File: src/rtl/fp_conv_issue_buffer.sv
// Issue/return buffer for a fixed-latency UInt-to-float converter: tracks in-flight
// operations in a tag pipeline and parks their results in a FIFO sized to what was admitted.
module fp_conv_issue_buffer #(
  parameter int LATENCY   = 6,
  parameter int DEPTH     = 8,
  parameter int TAG_WIDTH = 5
) (
  input  logic                 clk,
  input  logic                 areset,
  input  logic                 in_valid,
  output logic                 in_ready,
  input  logic [31:0]          in_data,
  input  logic [TAG_WIDTH-1:0] in_tag,
  output logic [31:0]          unit_a,
  input  logic [31:0]          unit_q,
  output logic                 out_valid,
  input  logic                 out_ready,
  output logic [31:0]          out_data,
  output logic [TAG_WIDTH-1:0] out_tag,
  output logic [6:0]           occupancy
);
  localparam int            PW        = (DEPTH > 1) ? $clog2(DEPTH) : 1;
  localparam int            SW        = TAG_WIDTH + 1;
  localparam logic [PW-1:0] LAST_PTR  = PW'(DEPTH - 1);
  localparam logic [6:0]    DEPTH_CNT = 7'(DEPTH);

  logic [LATENCY-1:0][SW-1:0] stage_reg, stage_next;
  logic [TAG_WIDTH+31:0]      mem [DEPTH];
  logic [PW-1:0]              wr_ptr_reg, wr_ptr_next;
  logic [PW-1:0]              rd_ptr_reg, rd_ptr_next;
  logic [6:0]                 count_reg, count_next;
  logic [6:0]                 occ_reg, occ_next;
  logic                       issue, capture, pop;

  // Admission is bounded by occupancy so every in-flight result already owns a FIFO slot.
  assign in_ready  = (occ_reg < DEPTH_CNT) && !areset;
  assign issue     = in_valid && in_ready;
  assign unit_a    = in_data;
  assign capture   = stage_reg[LATENCY-1][SW-1];
  assign out_valid = (count_reg != 7'd0);
  assign pop       = out_valid && out_ready;
  assign occupancy = occ_reg;
  assign {out_tag, out_data} = mem[rd_ptr_reg];

  assign stage_next[0] = {issue, in_tag};
  generate
    for (genvar gi = 1; gi < LATENCY; gi++) begin : g_stage
      assign stage_next[gi] = stage_reg[gi-1];
    end
  endgenerate

  always_comb begin
    wr_ptr_next = wr_ptr_reg;
    rd_ptr_next = rd_ptr_reg;
    if (capture)
      wr_ptr_next = (wr_ptr_reg == LAST_PTR) ? '0 : wr_ptr_reg + PW'(1);
    if (pop)
      rd_ptr_next = (rd_ptr_reg == LAST_PTR) ? '0 : rd_ptr_reg + PW'(1);
    count_next = count_reg + 7'(capture) - 7'(pop);
    occ_next   = occ_reg + 7'(issue) - 7'(pop);
  end

  always_ff @(posedge clk) begin
    if (areset) begin
      stage_reg  <= '0;
      wr_ptr_reg <= '0;
      rd_ptr_reg <= '0;
      count_reg  <= '0;
      occ_reg    <= '0;
    end else begin
      stage_reg  <= stage_next;
      wr_ptr_reg <= wr_ptr_next;
      rd_ptr_reg <= rd_ptr_next;
      count_reg  <= count_next;
      occ_reg    <= occ_next;
    end
  end

  // Result storage stays small, so the head is read straight out of the array.
  always_ff @(posedge clk) begin
    if (capture)
      mem[wr_ptr_reg] <= {stage_reg[LATENCY-1][TAG_WIDTH-1:0], unit_q};
  end

  overflow_a: assert property (@(posedge clk) disable iff (areset)
    !(capture && (count_reg == DEPTH_CNT)));

endmodule

File: config.mk
export PLATFORM = sky130hd
export DESIGN_NAME = fp_conv_issue_buffer
export DESIGN_NICKNAME = d
export VERILOG_FILES = /design/src/rtl/fp_conv_issue_buffer.sv
export SDC_FILE = /design/constraint.sdc
export NUM_CORES = 1
export LEC_CHECK = 0
export BUFFER_PORTS_ARGS = -buffer_cell sky130_fd_sc_hd__buf_2
export CAP_MARGIN = 20
export CORE_MARGIN = 2
export CORE_UTILIZATION = 35
export CTS_CLUSTER_DIAMETER = 50
export DETAILED_ROUTE_END_ITERATION = 10
export PLACE_DENSITY = 0.51
export SETUP_SLACK_MARGIN = 0.4
export SLEW_MARGIN = 20
export SYNTH_ARGS = -nofsm -noshare
export SYNTH_HDL_FRONTEND = slang
export SYNTH_SLANG_ARGS = --single-unit
File: constraint.sdc
create_clock -name clk -period 4.85 [get_ports clk]
set_input_delay 0.2425 -clock clk [delete_from_list [all_inputs] [get_ports clk]]
set_output_delay 0.2425 -clock clk [all_outputs]
set_load 0.005 [all_outputs]
==> results of run 1 <==
[critical path: stages, from the launching register on]
cell and delay, ps:
dfxtp_4 900, buf_4 460, mux4_2 560, mux2_2 310, buf_2 140
[through the flow]
step / hold slack [ps] / cells
6_report: 142.9 / 1371
2_1_floorplan: 341.4 / 702
3_3_place_gp: 417.2 / 1258
5_1_grt: 182.7 / 1371
4_1_cts: 117.0 / 1370
3_5_place_dp: 420.4 / 1258
[synthesized netlist by cell type (all sizes together), types with 2 or more instances]
cell / n / area (um^2)
and3: 4 / 25.02
a211o: 4 / 35.03
o21ai: 2 / 10.01
mux4: 74 / 1667
buf: 50 / 367.9
nor2: 21 / 78.83
or4: 3 / 22.52
a21oi: 6 / 30.03
nor4b: 2 / 17.52
fa: 2 / 40.04
nor2b: 41 / 256.5
a21o: 2 / 15.01
nor3: 4 / 20.02
inv: 20 / 75.07
clkbuf: 9 / 35.03
o211ai: 2 / 15.01
xnor2: 3 / 26.28
mux2i: 4 / 40.04
nand2b: 7 / 43.79
edfxtp: 296 / 8889
nand3: 5 / 25.02
mux2: 38 / 427.9
nand2: 5 / 18.77
dfxtp: 59 / 1181
ha: 23 / 287.8
nor4: 4 / 25.02
[per-layer routing]
layer / vias to the layer above / share of wire / GRT usage
li1: 2981 / - / -
met1: 3417 / 0.42 / 0.1633
met2: 186 / 0.50 / 0.2297
met3: 44 / 0.057 / 0.03450
met4: 0 / 0.022 / 0.03858
met5: - / 0 / 0
[power breakdown]
group / internal [uW] / leakage, uW / total [uW] / switching [uW]
combinational: 637 / 0.00166 / 1190 / 557
sequential: 3370 / 0.00317 / 3490 / 121
clock: 2060 / 0.000711 / 3250 / 1190
total: 6070 / 0.00554 / 7940 / 1870
[cell families (layout without fill, tap and decap cells)]
group	Yosys count	in the layout	synth area share
xor+xnor	4	4	0.002543
flops	355	355	0.7308
mux	116	116	0.1549
compound gates	23	23	0.01253
buf+inv	79	230	0.03469
simple gates	100	100	0.04077
fa+ha+maj	25	25	0.02379
[worst max path at each step]
stage                     startpoint           end  slack (ps)
after global routing       flip-flop   out_data[1]        1400
final                      flip-flop    out_tag[3]        1660
after CTS                  flip-flop   out_data[1]        1520
after detailed placement      areset  occupancy[6]        1210
after global placement        areset  occupancy[6]        1370
after floorplan              capture     mem[0][0]        1310
[area by class of cell]
class                           count  area, um^2  share of cell area
Sequential cell                   355       10080              0.6114
Multi-Input combinational cell    268        3287              0.1994
Inverter                           20       75.07            0.004554
Clock buffer                       49        1099             0.06665
Tap cell                          518       648.1             0.03932
Timing Repair Buffer              136       923.4             0.05602
Clock inverter                     25       372.9             0.02262
==> summary.md, run 1 <==
| Metric | Value |
|---|---|
| IO Pins | `151` |
| Asr flop ratio synth | `0` |
| Syn. warnings | `0` |
| Pin count of the biggest net entering global routing | `75` |
| Initial antenna violation count | `0` |
| Slew Viols, Final | `0` |
| Worst setup skew after layout | `24.19 ps` |
| Wire length after detailed routing | `26830 um` |
| # diodes | `0` |
| Reg2reg end | `count_reg[6]` |
| DR vias | `6628` |
| Fin Setup TNS | `0 ps` |
| Post-route minimum period | `3188 ps` |
| Worst-path clk slew | `60 ps` |
| CTS H-Tree Depth | `2` |
| Number of flops mapped to enable cells by yosys | `296` |
| Vias per cell | `4.834` |
| Setup WS post-layout | `1662 ps` |
| Max-slew headroom | `0.3338` |
| Hold Path Origin | `out_ready` |
| First-pass GRT wire length | `41440 um` |
| Synth Register Bits | `355` |
| DRT iter0 DRCs | `391` |
| Max VDD drop | `0.2532 mV` |
| Area Growth Syn to Fin | `19.62%` |
| Initial DRT Pass Iterations | `5` |
| Max reg flops | `296` |
| Commonest non-fill, non-tap cell in the layout | `edfxtp_1` |
| Worst setup EP type | `output port` |
| Initial Util | `0.3557` |
| Synthesized area | `13780 um^2` |
| Final hold vios | `0` |
| RSZ-0062 raised after global routing | `false` |
| R2R cell count | `13` |
| Syn_nets | `800` |
| Clk buf depth | `3` |
| # fillers | `3430` |
| P per Cell Area | `481.5 nW/um^2` |
| Cells after Synth | `702` |
| Clk sinks | `355` |
| Seq/Total Area, Yosys | `0.7308` |
| Final core occ | `0.4255` |
| Die area | `40970 um^2` |
| Slew @ Worst Pin | `997.0 ps` |
| Routed len/inst | `19.57 um` |
| Cts hold-fix bufs | `38` |
| Residual DRC | `0` |
| Worst hold path type | `input port to flip-flop` |
| Static leakage | `0.005543 uW` |
| TritonCTS Buffers | `41` |
| Netlist cell types | `42` |
| Outcome | `complete, no violations` |
| Synth Area per Inst | `19.63 um^2` |
| Final ANT Viol Nets | `0` |
| Reg-to-reg setup timing slack | `1750 ps` |
| Layout cell share with drive strength beyond 1 | `0.3306` |
| Post-synth top flop | `edfxtp_1` |
| NumNets Final | `920` |
| Max Fclk | `313.7 MHz` |
| Placed cell areas | `14600 um^2` |
| # Max-Cap Violations | `0` |
| Commonest cells after routing, fill and taps aside | `edfxtp_1, buf_2, mux4_2` |
| CP startpoint kind | `flip-flop` |
| Count of final setup violators | `0` |
| Total chip power | `7937 uW` |
| Die span in y | `202.4 um` |
| Setup slack at placement | `1215 ps` |
| Core ar. | `38740 um^2` |
| Root Buffer | `clkbuf_16` |
| # rows | `72` |
| Chip width | `202.4 um` |
| Critical path class | `flip-flop to output port` |
| Post-CTS resize count | `0` |
| GRT Util Overall | `0.1326` |
| Arrival @ worst endpoint | `2950 ps` |
| CP Data Required Time | `4610 ps` |
| Design area | `16480 um^2` |
| Post-CTS Setup Bufs | `0` |
| Crit-path max FO | `41` |
| GPL Wtd Cong | `0.7913` |
| Vias in the first global route | `7154` |
| Top reg by flops | `mem` |
| Remaining Overflow, GRT | `0` |
| Post-DP HPWL | `15130 um` |
| CTS tree | `done` |
| Reg2reg start | `count_reg[4]` |
| Worst Hold Path Cells | `4` |
| Final worst path period share | `0.6572` |
| Buffers on Ports | `86` |
| Worst skew pair latency | `540 ps` |
No activity file was read; power rests on OpenSTA's default activity.
==> run 2: changes to the inputs <==
Clock period 4.85 ns to 3.3 ns, I/O delays scaled along.
==> run 2 against run 1 <==
Compared with the run above: combinational power rose by 57%; highest routed layer unchanged; power grew 43%; sequential share of layout area fell by 0.096 points.
==> summary.md, run 2 (synthesis gave the netlist of run 1 again) <==
| Metric | Value |
|---|---|
| Crit-path max FO | `3 (was 41)` |
| Worst setup skew after layout | `17.95 ps (was 24.19 ps)` |
| Area Growth Syn to Fin | `19.84% (was 19.62%)` |
| Core ar. | `38740 um^2 (unchanged)` |
| Final worst path period share | `0.8423` |
| Initial antenna violation count | `0 (unchanged)` |
| TritonCTS Buffers | `40 (was 41)` |
| CTS tree | `done (unchanged)` |
| Setup WS post-layout | `520.3 ps (was 1662 ps)` |
| Post-route minimum period | `2780 ps` |
| Clk sinks | `355 (unchanged)` |
| Worst setup EP type | `flip-flop (was output port)` |
| RSZ-0062 raised after global routing | `true (was false)` |
| Top reg by flops | `mem (unchanged)` |
| Commonest non-fill, non-tap cell in the layout | `edfxtp_1 (unchanged)` |
| Chip width | `202.4 um (unchanged)` |
| Count of final setup violators | `0 (unchanged)` |
| Worst-path clk slew | `60 ps (about the same)` |
| Routed len/inst | `20.40 um (was 19.57 um)` |
| NumNets Final | `932 (was 920)` |
| Outcome | `complete, no violations (unchanged)` |
| Commonest cells after routing, fill and taps aside | `edfxtp_1, buf_2, mux4_2 (unchanged)` |
| DR vias | `6692 (was 6628)` |
| CTS H-Tree Depth | `2 (unchanged)` |
| Arrival @ worst endpoint | `3210 ps (was 2950 ps)` |
| Critical path class | `flip-flop to flip-flop (was flip-flop to output port)` |
| Die area | `40970 um^2 (unchanged)` |
| Static leakage | `0.005553 uW (was 0.005543 uW)` |
| # rows | `72 (unchanged)` |
| Remaining Overflow, GRT | `0 (unchanged)` |
| P per Cell Area | `687.2 nW/um^2 (was 481.5 nW/um^2)` |
| Slew Viols, Final | `0 (unchanged)` |
| Max VDD drop | `0.3798 mV (was 0.2532 mV)` |
| Max reg flops | `296 (unchanged)` |
| Initial DRT Pass Iterations | `4 (was 5)` |
| Fin Setup TNS | `0 ps (unchanged)` |
| Vias in the first global route | `7232 (was 7154)` |
| Post-DP HPWL | `16350 um (was 15130 um)` |
| Max-slew headroom | `0.5003 (was 0.3338)` |
| Buffers on Ports | `86 (unchanged)` |
| Final hold vios | `0 (unchanged)` |
| Die span in y | `202.4 um (unchanged)` |
| Vias per cell | `4.846 (was 4.834)` |
| CP startpoint kind | `flip-flop (unchanged)` |
| # diodes | `0 (unchanged)` |
| Layout cell share with drive strength beyond 1 | `0.3523 (was 0.3306)` |
| Root Buffer | `clkbuf_16 (unchanged)` |
| Setup slack at placement | `390.6 ps (was 1215 ps)` |
| Max Fclk | `359.7 MHz` |
| DRT iter0 DRCs | `408 (was 391)` |
| Pin count of the biggest net entering global routing | `63 (was 75)` |
| # Max-Cap Violations | `0 (unchanged)` |
| CP Data Required Time | `3730 ps (was 4610 ps)` |
| Initial Util | `0.3557 (unchanged)` |
| Wire length after detailed routing | `28180 um (was 26830 um)` |
| Worst skew pair latency | `550 ps (was 540 ps)` |
| Worst hold path type | `input port to flip-flop (unchanged)` |
| Clk buf depth | `3 (unchanged)` |
| IO Pins | `151 (unchanged)` |
| First-pass GRT wire length | `42870 um (was 41440 um)` |
| Slew @ Worst Pin | `747.8 ps (was 997.0 ps)` |
| Final ANT Viol Nets | `0 (unchanged)` |
| GRT Util Overall | `0.1391 (was 0.1326)` |
| GPL Wtd Cong | `0.7696 (was 0.7913)` |
| Residual DRC | `0 (unchanged)` |
run 2: metal layers:
| layer | vias to the layer above | GRT usage | part of all wire |
|---|---|---|---|
| li1 | 2999 | - | - |
| met1 | 3475 | 0.1729 | 0.42 |
| met2 | 180 | 0.2364 | 0.50 |
| met3 | 38 | 0.03644 | 0.054 |
| met4 | 0 | 0.04640 | 0.020 |
| met5 | - | 0 | 0 |
run 2: worst paths after layout:
kind | start | end | slack [ps] | cells after the start
setup / recovery | occupancy[4] | occupancy[4] | 520 | 15
hold / removal | areset | occupancy[3] | 70 | 3
hold reg to reg | stage_next[21] | stage_next[27] | 430 | 1
setup reg to reg | occupancy[4] | occupancy[4] | 520 | 15
run 2: what timing repair did:
action                                 CTS  global route
setup endpoints to repair                1            17
endpoints found under the hold margin  262             0
setup buffers                            0             4
pin swaps                                0             0
hold buffers                            38             0
gates resized for setup                  1             5
run 2: stage by stage:
stage / total power [uW] / instances / instance area, um^2 / util / hold slack (ps)
after floorplan: 6476 / 702 / 13790 / - / 263.9
after global placement: 6901 / 1268 / 14750 / 0.3808 / 330.0
after detailed placement: 6971 / 1268 / 14750 / 0.3808 / 330.0
after CTS: 11450 / 1377 / 16460 / 0.4248 / 30.97
after global routing: 11880 / 1381 / 16510 / 0.4263 / 50.27
final: 11350 / 1381 / 16510 / 0.4263 / 71.15
run 2: critical path: stages, from the launching register on:
cell	delay [ps]
dfxtp_2	370
inv_1	70
ha_1	170
nand2b_1	130
and3_1	180
and2_1	170
inv_1	60
ha_1	230
inv_1	60
ha_1	180
inv_1	70
fa_2	380
nand2b_4	160
nand2b_1	80
a21oi_1	80
mux2_2	280
run 2: layout make-up:
type / instances / area (um^2)
fill: 3439 / 22220
sequential: 355 / 10080
multi-input combinational: 268 / 3317
clock buffer: 52 / 1120
timing repair buffer: 149 / 1074
tap: 518 / 648.1
clock inverter: 19 / 198.9
inverter: 20 / 75.07
run 2: power by group:
group / switching (uW) / leakage (uW) / internal, uW
sequential: 143 / 0.00317 / 4960
combinational: 877 / 0.00174 / 993
clock: 1730 / 0.000649 / 2640
